[src/rtl/serial_transfer_unit.sv]
// Captures one memory word and shifts it out serially, then pulses TransferDone.
// Optional even-parity trailer bit when the PARITY_EN macro is defined.
module serial_transfer_unit #(
  parameter int unsigned DATA_WIDTH = 8
) (
  input  logic                  Clk,
  input  logic                  Reset,
  input  logic                  SampleData,
  input  logic                  TransferData,
  input  logic                  Mode,
  input  logic [DATA_WIDTH-1:0] DataIn,
  output logic                  DataOut,
  output logic                  OutValid,
  output logic                  Busy,
  output logic                  TransferDone
);

`ifdef PARITY_EN
  localparam int unsigned NBITS = DATA_WIDTH + 1;
`else
  localparam int unsigned NBITS = DATA_WIDTH;
`endif
  localparam int unsigned CNT_W = $clog2(NBITS + 1);
  localparam logic [CNT_W-1:0] LAST_BIT = CNT_W'(NBITS - 1);

  typedef enum logic [1:0] {IDLE, LOADED, SHIFT, DONE} state_t;

  state_t                state, stateNext;
  logic [DATA_WIDTH-1:0] shiftReg, shiftNext;
  logic                  modeReg, modeNext;
  logic [CNT_W-1:0]      bitCnt, bitCntNext;
  logic                  dataOutNext, outValidNext, busyNext, doneNext;
`ifdef PARITY_EN
  logic                  parityReg, parityNext;
`endif

  // State, datapath and registered outputs
  always_ff @(posedge Clk) begin
    if (Reset) begin
      state        <= IDLE;
      shiftReg     <= '0;
      modeReg      <= 1'b0;
      bitCnt       <= '0;
      DataOut      <= 1'b0;
      OutValid     <= 1'b0;
      Busy         <= 1'b0;
      TransferDone <= 1'b0;
`ifdef PARITY_EN
      parityReg    <= 1'b0;
`endif
    end else begin
      state        <= stateNext;
      shiftReg     <= shiftNext;
      modeReg      <= modeNext;
      bitCnt       <= bitCntNext;
      DataOut      <= dataOutNext;
      OutValid     <= outValidNext;
      Busy         <= busyNext;
      TransferDone <= doneNext;
`ifdef PARITY_EN
      parityReg    <= parityNext;
`endif
    end
  end

  // Next state and next output values; outputs lag the state by one edge
  always_comb begin
    stateNext    = state;
    shiftNext    = shiftReg;
    modeNext     = modeReg;
    bitCntNext   = bitCnt;
    dataOutNext  = 1'b0;
    outValidNext = 1'b0;
    busyNext     = 1'b0;
    doneNext     = 1'b0;
`ifdef PARITY_EN
    parityNext   = parityReg;
`endif

    case (state)
      IDLE: begin
        if (SampleData) begin
          shiftNext = DataIn;
          modeNext  = Mode;
`ifdef PARITY_EN
          parityNext = ^DataIn;
`endif
          stateNext = LOADED;
        end
      end

      LOADED: begin
        // A fresh capture wins over a start request in the same cycle
        if (SampleData) begin
          shiftNext = DataIn;
          modeNext  = Mode;
`ifdef PARITY_EN
          parityNext = ^DataIn;
`endif
        end else if (TransferData) begin
          bitCntNext = '0;
          stateNext  = SHIFT;
        end
      end

      SHIFT: begin
        busyNext     = 1'b1;
        outValidNext = 1'b1;
        if (modeReg) begin
          dataOutNext = shiftReg[DATA_WIDTH-1];
          shiftNext   = {shiftReg[DATA_WIDTH-2:0], 1'b0};
        end else begin
          dataOutNext = shiftReg[0];
          shiftNext   = {1'b0, shiftReg[DATA_WIDTH-1:1]};
        end
`ifdef PARITY_EN
        if (bitCnt == CNT_W'(DATA_WIDTH)) dataOutNext = parityReg;
`endif
        if (bitCnt == LAST_BIT) begin
          bitCntNext = '0;
          stateNext  = DONE;
        end else begin
          bitCntNext = bitCnt + CNT_W'(1);
        end
      end

      DONE: begin
        busyNext = 1'b1;
        doneNext = 1'b1;
        if (SampleData) begin
          shiftNext = DataIn;
          modeNext  = Mode;
`ifdef PARITY_EN
          parityNext = ^DataIn;
`endif
          stateNext = LOADED;
        end else begin
          // Word is spent; a new capture is needed before the next transfer
          shiftNext = '0;
          stateNext = IDLE;
        end
      end

      default: stateNext = IDLE;
    endcase
  end

endmodule

[config.mk]
export PLATFORM = sky130hd
export DESIGN_NAME = serial_transfer_unit
export DESIGN_NICKNAME = d
export VERILOG_FILES = /design/src/rtl/serial_transfer_unit.sv
export SDC_FILE = /design/constraint.sdc
export NUM_CORES = 1
export LEC_CHECK = 0
export CAP_MARGIN = 40
export CORE_UTILIZATION = 50
export DETAILED_ROUTE_END_ITERATION = 12
export GPL_ROUTABILITY_DRIVEN = 0
export MAX_ROUTING_LAYER = met4
export PLACE_DENSITY = 0.75
export SETUP_SLACK_MARGIN = 0.5
export SLEW_MARGIN = 20
export SYNTH_ARGS = -nofsm -noshare
export SYNTH_HDL_FRONTEND = slang
export SYNTH_SLANG_ARGS = --single-unit
[constraint.sdc]
create_clock -name Clk -period 1.95 [get_ports Clk]
set_clock_uncertainty 0.15 [all_clocks]
set_input_delay 0.4875 -clock Clk [delete_from_list [all_inputs] [get_ports Clk]]
set_output_delay 0.4875 -clock Clk [all_outputs]
set_load 0.05 [all_outputs]
======== Word level (Yosys, flattened, before mapping) ========
Cells that the tools add are included.
operators by class
  add/subtract/negate cells ............... 1
  equal/unequal tests ..................... 9
  mux-type cells .......................... 18
  bitwise gates (word level) .............. 1
  reduce and logical (&&, ||, !) cells .... 9
operators by type and width
  cell                 number
  $mux 8               3
  $pmux 8 s3           1
  $mux 4               3
  $mux 2               4
  $ne 2x2->1 const B   4
  $pmux 2 s4           1
  $pmux 4 s2           1
  $reduce_or 2->1      3
  $mux 1               5
  $add 4x1->4 const B  1
  $eq 2x2->1 const B   2
  $eq 4x3->1 const B   1
  $reduce_and 4->1     1
  $reduce_and 3->1     1
  $reduce_or 3->1      1
  $eq 2x1->1 const B   1
  $logic_not 2->1      1
  $ne 2x1->1 const B   1
  $reduce_and 2->1     1
  $reduce_bool 2->1    1
  $not 1->1            1
word-level totals
  register bits after elaboration ......... 19
  bits of input ports ..................... 13
  output and inout port bits .............. 4

======== Longest topological paths before layout ========
Gate-level depths: netlist of the first run.
  depth in word-level cells ............... 3
  depth in mapped cells ................... 7
  depth with buffers taken out ............ 6

======== Worst setup path before layout of the first run ========
No wires, ideal clock.
  path kind ............................... reg2reg
  from .................................... register state[1]
  to ...................................... register state[0]
  arrival time ............................ 1453 ps
  slack ................................... 260 ps
  stages on the path, launching flop included .. 7
  path buffers ............................ 0
  clock period less this slack ............ 1690 ps
  cell sequence ........................... dfxtp_1 inv_1 ha_1 nor2b_1 a221o_1 or3_1 o31ai_1
on the way
  longest elaborated chain between the ends .. 3
RTL lines
  item                                      RTL line  RTL
  start: declaration                        28        state_t state, stateNext;
  start signal: assignment                  52        state <= stateNext;
  $eq 2x2->1, or another cell as far along  80        case (state)
  $ne 2x2->1 (no line)                      --
  $reduce_and 4->1 (no line)                --
Parallel ways exist; a longest one is shown, timed or not.
A chain may end at the register's enable or synchronous reset.

======== Worst setup path in the final report of the first run ========
  from .................................... register state[0]
  to ...................................... register state[0]
Same word-level chain as after synthesis.

==> flow_summary.json, run 1 <==
{
  "synth_top_cell_by_area": "dfxtp_1",
  "final_util_pct": 83.3,
  "final_nets": 151,
  "grt_max_degree": 16,
  "yosys_warnings": 0,
  "vias": 896,
  "setup_violations": 0,
  "dpl_cell_area_um2": 1230,
  "cts_buffers": 3,
  "synth.distinct_cells": 32,
  "maxSlewViolCount": 0,
  "critPathBufInv": 1,
  "post_drt_wl_per_cell_um": 15.3,
  "dieArea_um2": 2110,
  "numPortBuffers": 16,
  "status": "finished, final reports clean",
  "synth-seq-cells": 19,
  "vdd_drop_max_uv": 833,
  "die_h_um": 46.0,
  "fmax_mhz": 590,
  "powerDensity_nw_per_um2": 1190,
  "wl_met1_um": 1090,
  "slowest_stage": "dfxtp_4",
  "grt_util_all_layers_pct": 24.8,
  "layout_commonest_cell": "buf_4",
  "path_clk_slew_ps": 120,
  "syn_inst": 104,
  "cts.root.buffer_cell": "clkbuf_4",
  "max_slew_margin_pct": 80.9,
  "mostFrequentLayoutCells": "buf_4 (12), nor2_1 (11), dfxtp_1 (10), clkdlybuf4s50_1 (10)",
  "synthFlopType": "dfxtp_1",
  "synthMuxAreaShare_pct": 12.3,
  "synth_seq_area_share_pct": 39.4,
  "async_reset_ff_share_pct": 0,
  "power.total_w": 0.00174,
  "synth_top_area_share_pct": 39.4,
  "cp_top_family": "simple AND/OR/NAND/NOR gates",
  "min_path_type": "flip-flop to flip-flop",
  "start_kind": "flip-flop",
  "avgViaCountPerCell": 5.74,
  "drv_cap": 0,
  "rsz0062_at_grt": "yes",
  "grt_pass1_wl_um": 3630,
  "wl_met3_um": 50,
  "critical_path_class": "flip-flop to flip-flop",
  "ios": 17,
  "fillers": 101,
  "crit_chain": "inv_8 -> ha_4 -> nor2b_1 -> a221o_1 -> or3_4 -> o31ai_2",
  "synth_top_family_by_area": "simple AND/OR/NAND/NOR gates",
  "clock_sinks": 19,
  "clk_latency_ps": 290,
  "hold_viol_final": 0,
  "initial_core_util_pct": 54.8,
  "max_stage_delay_ps": 410,
  "first_iter_violations": 13,
  "postRouteAntennaNets": 0,
  "setup_tns_ps": 0,
  "post-route-min-period_ps": 1690,
  "worst_slew_pin_slew_ps": 286,
  "clockBufferDepth": 2,
  "areaGrowthSynthToFinish_pct": 52.1,
  "required_ps": 2010,
  "dpl.hpwl_um": 1520,
  "netlist_area_um2": 966,
  "met2_length_um": 1240,
  "synth_fa_ha_area_share_pct": 7.77,
  "cts_tree": "built",
  "n_antenna_cell": 0,
  "yosys.area_share.simple_pct": 22.2,
  "dr.pass1.iters": 4,
  "core_um2": 1760,
  "grt_pass1_vias": 840,
  "antenna_found_initial": 0,
  "syn_nets": 123,
  "post_synth_xor_area_fraction_pct": 0,
  "fin_crit_sh_pct": 86.9,
  "postLayoutCellArea_um2": 1470,
  "gr-total-overflow": 0,
  "rows": 15,
  "synth_edf_count": 0,
  "leakagePower_nw": 0.549,
  "hold_ws_ps": 359,
  "crit_arrival_ps": 1760,
  "synthTopCellsByArea": "dfxtp_1 (39%), ha_1 (7.8%), mux2_1 (5.8%)",
  "cts_max_level": 1,
  "drcViolationCount": 0,
  "highest_layer": "met4",
  "drive_gt1_share_pct": 42.7,
  "die_w_um": 46.0,
  "wirelength_um": 2390,
  "end_kind": "flip-flop",
  "cp_max_fo": 5,
  "syn_area_per_cell_um2": 9.29,
  "synth_compound_area_share_pct": 15.4
}
[where the power goes]
| group | switching [W] | internal [W] |
|---|---|---|
| clock network | 0.000128 | 0.0000762 |
| logic | 0.000478 | 0.000481 |
| registers | 0.0000953 | 0.000487 |
[final timing paths]
check             slack [ps]      start        end  depth (start not counted)
setup / recovery         260   state[0]   state[0]                          6
setup reg to reg         260   state[0]   state[0]                          6
hold / removal           360  bitCnt[3]  bitCnt[3]                          1
hold reg to reg          360  bitCnt[3]  bitCnt[3]                          1
[through the flow]
stage,worst slack [ps],cells
2_1_floorplan,399,104
3_3_place_gp,-105,144
3_5_place_dp,-144,144
4_1_cts,243,154
5_1_grt,223,156
6_report,256,156
[cells in the mapped netlist (all sizes together), types with 3 or more instances]
cell,n
mux2i,4
buf,3
a221oi,6
nor2,14
a21oi,4
ha,6
dfxtp,19
nand3,3
nor2b,7
mux2,7
nor3,7
[final cells by class]
class | instances | area [um2] | share of cell area, %
Clock buffer | 3 | 22.5 | 1.53
Clock inverter | 1 | 5.00 | 0.341
Inverter | 2 | 17.5 | 1.19
Multi-Input combinational cell | 78 | 732 | 49.8
Sequential cell | 19 | 397 | 27.0
Tap cell | 25 | 31.3 | 2.13
Timing Repair Buffer | 28 | 264 | 18.0
[worst reg2reg max path, delay by kind of cell, from the launching register on]
family                   cells  cell delay [ps]
buffers and inverters        1               60
flip-flops                   1              410
AO/OA/AOI/OAI                2              370
AND/OR/NAND/NOR              2              460
adder cells (fa/ha/maj)      1              160
[cell families (layout without fill, tap and decap cells)]
logic type                 Yosys count  in the layout
AOI/OAI and AO/OA                   20             20
adders and majority gates            6              6
and+or+nand+nor                     41             41
muxes                               11             11
DFF                                 19             19
buffers and inverters                7             34
[flip-flops by register name (all words and copies together) (netlist names)]
| name | cells |
|---|---|
| shiftReg | 8 |
| bitCnt | 4 |
| state | 2 |
| Busy | 1 |
| DataOut | 1 |
| OutValid | 1 |
| TransferDone | 1 |
| modeReg | 1 |
[repair_timing]
item                                    4_1_cts  5_1_grt
hold buffers                                  0        0
endpoints found under the setup margin       17       18
hold endpoints to repair                      0        0
buffers inserted                              6        2
resized for setup                            23       14
pin swaps                                     4        7
cloned                                        0        0
[per-layer routing]
layer  vias up  GRT usage, %
met1       436          29.8
met5         -             -
li1        440             -
met2        16          43.4
met3         4          3.57
met4         0          5.29
No activity file was read; power rests on OpenSTA's default activity.
==> inputs of run 2 (changes only) <==
--- a/config.mk
+++ b/config.mk
@@ -5,12 +5,12 @@
 export SDC_FILE = /design/constraint.sdc
 export NUM_CORES = 1
 export LEC_CHECK = 0
+export ABC_AREA = 1
 export CAP_MARGIN = 40
 export CORE_UTILIZATION = 50
 export DETAILED_ROUTE_END_ITERATION = 12
 export GPL_ROUTABILITY_DRIVEN = 0
-export MAX_ROUTING_LAYER = met4
-export PLACE_DENSITY = 0.75
+export PLACE_DENSITY = 0.74
 export SETUP_SLACK_MARGIN = 0.5
 export SLEW_MARGIN = 20
 export SYNTH_ARGS = -nofsm -noshare
==> run 2 against run 1 <==
Compared with the run above:
- die area is 14% higher
- combinational power up 5%
- core utilization fell by 7.8 points
- highest routed layer unchanged
==> flow_summary.json, run 2 <==
{
  "status": "finished, final reports clean",
  "worst_slew_pin_slew_ps": 274,
  "synth-seq-cells": 19,
  "drive_gt1_share_pct": 27.3,
  "largest_register_ff_count": 8,
  "die_w_um": 49.1,
  "drcViolationCount": 0,
  "synthTopCellsByCount": "nand2_1 (33), inv_1 (28), dfxtp_1 (19)",
  "dpl_cell_area_um2": 1290,
  "dr.pass1.iters": 4,
  "rsz0062_at_grt": "yes",
  "synth_top_area_share_pct": 34.2,
  "end_kind": "flip-flop",
  "gr-total-overflow": 0,
  "crit_arrival_ps": 1590,
  "ios": 17,
  "antenna_found_initial": 0,
  "crit_top_cell": "inv_1",
  "grt_pass1_vias": 936,
  "vias": 1052,
  "numPortBuffers": 16,
  "layout_commonest_cell": "nand2_1",
  "synth_seq_area_share_pct": 34.2,
  "rows": 16,
  "wirelength_um": 2490,
  "required_ps": 2060,
  "fmax_mhz": 674,
  "syn_area_per_cell_um2": 6.90,
  "dpl.hpwl_um": 1660,
  "areaGrowthSynthToFinish_pct": 37.3,
  "hold_viol_final": 0,
  "top_regs": "shiftReg (8), bitCnt (4), state (2)",
  "post_drt_wl_per_cell_um": 11.6,
  "top_register": "shiftReg",
  "synth.distinct_cells": 24,
  "synth.most_common_cell": "nand2_1",
  "path_clk_slew_ps": 110,
  "synthTopCellsByArea": "dfxtp_1 (34%), nand2_1 (11%), inv_1 (9.5%)",
  "critical_path_class": "flip-flop to flip-flop",
  "setup_violations": 0,
  "fin_crit_sh_pct": 76.1,
  "grt_util_all_layers_pct": 21.5,
  "first_iter_violations": 16,
  "syn_inst": 161,
  "cts_buffers": 3,
  "syn_nets": 180,
  "core_um2": 2020,
  "avgViaCountPerCell": 4.92,
  "crit_chain": "inv_4 -> ha_4 -> o21ai_4 -> clkbuf_16 -> o21ai_1 -> inv_1 -> o21ai_2 -> inv_1",
  "postRouteAntennaNets": 0,
  "maxSlewViolCount": 0,
  "post-route-min-period_ps": 1480,
  "synthFlopType": "dfxtp_1",
  "die_h_um": 49.1,
  "max_slew_margin_pct": 81.7,
  "start_kind": "flip-flop",
  "grt_pass1_wl_um": 4000,
  "cp_max_fo": 8,
  "cts_max_level": 1,
  "postLayoutCellArea_um2": 1530,
  "clk_latency_ps": 300,
  "netlist_area_um2": 1110,
  "vdd_drop_max_uv": 925,
  "hold_buffers": 0,
  "mostFrequentLayoutCells": "nand2_1 (31), inv_1 (26), nand3_1 (18), dfxtp_1 (13), nor2_1 (12)",
  "initial_core_util_pct": 55.0,
  "n_antenna_cell": 0,
  "drv_cap": 0,
  "clockBufferDepth": 2,
  "slowest_stage": "dfxtp_4",
  "synth_top_cell_by_area": "dfxtp_1",
  "cts.root.buffer_cell": "clkbuf_4",
  "async_reset_ff_share_pct": 0,
  "yosys_warnings": 0,
  "setup_tns_ps": 0,
  "final_nets": 207,
  "grt_max_degree": 17,
  "cts_tree": "built",
  "synth_edf_count": 0,
  "powerDensity_nw_per_um2": 1190,
  "clock_sinks": 19,
  "max_stage_delay_ps": 420,
  "min_path_type": "flip-flop to flip-flop",
  "leakagePower_nw": 0.735,
  "dieArea_um2": 2410
}
==> run 2: final cells by class <==
| cell class | count | area, um2 |
|---|---|---|
| flip-flops and latches | 19 | 393 |
| fillers | 158 | 497 |
| repair buffers | 25 | 262 |
| clock buffers | 3 | 22.5 |
| inverters | 32 | 133 |
| well taps | 27 | 33.8 |
| multi-input cells | 107 | 677 |
| clock inverters | 1 | 5.00 |
==> run 2: through the flow <==
| stage | power [W] | hold slack (ps) | setup WS [ps] | std cells | util, % |
|---|---|---|---|---|---|
| 6_report | 0.00182 | 376 | 467 | 214 | 75.4 |
| 5_1_grt | 0.00196 | 408 | 426 | 214 | 75.4 |
| 4_1_cts | 0.00168 | 369 | 508 | 211 | 70.6 |
| 3_5_place_dp | 0.00134 | 335 | 89.2 | 202 | 63.7 |
| 3_3_place_gp | 0.00132 | 334 | 134 | 202 | 63.7 |
| 2_1_floorplan | 0.00118 | 312 | 518 | 161 | - |
==> run 2: cells by family after synthesis <==
kind of cell,synth area share [%]
compound gates,12.8
xor+xnor,0.788
fa+ha+maj,6.76
buf+inv,12.9
flops,34.2
simple gates,32.4
==> run 2: path summary, 6_finish.rpt <==
kind,startpoint,slack [ps],cells past startpoint,end
setup / recovery,state[1],470,8,shiftReg[7]
hold / removal,shiftReg[0],380,2,DataOut
setup reg to reg,state[1],470,8,shiftReg[7]
hold reg to reg,shiftReg[0],380,2,DataOut
==> run 2: power by group <==
group          total (W)  leakage (nW)  internal (W)  switching [W]
Sequential      0.000612         0.159      0.000499       0.000113
Combinational    0.00101         0.558      0.000454       0.000552
Clock           0.000203        0.0177     0.0000766       0.000127
==> run 2: critical path, delay by kind of cell, from the launching register on <==
family          cells  cell delay, ps
fa+ha+maj           1             160
flops               1             420
compound gates      3             320
buf+inv             4             370
==> run 2: routing by layer <==
layer	wire length (um)	global-route usage (%)	part of all wire, %
met1	1150	28.5	46
met2	1210	34.2	49
met3	107	6.54	4.3
met4	12	4.41	0.48
met5	0	0	0
==> run 2: timing repair <==
| item | 4_1_cts | 5_1_grt |
|---|---|---|
| resized for setup | 18 | 21 |
| buffers inserted | 5 | 2 |
| gates cloned | 0 | 1 |
| endpoints found under the setup margin | 18 | 19 |
| pin swaps | 4 | 11 |
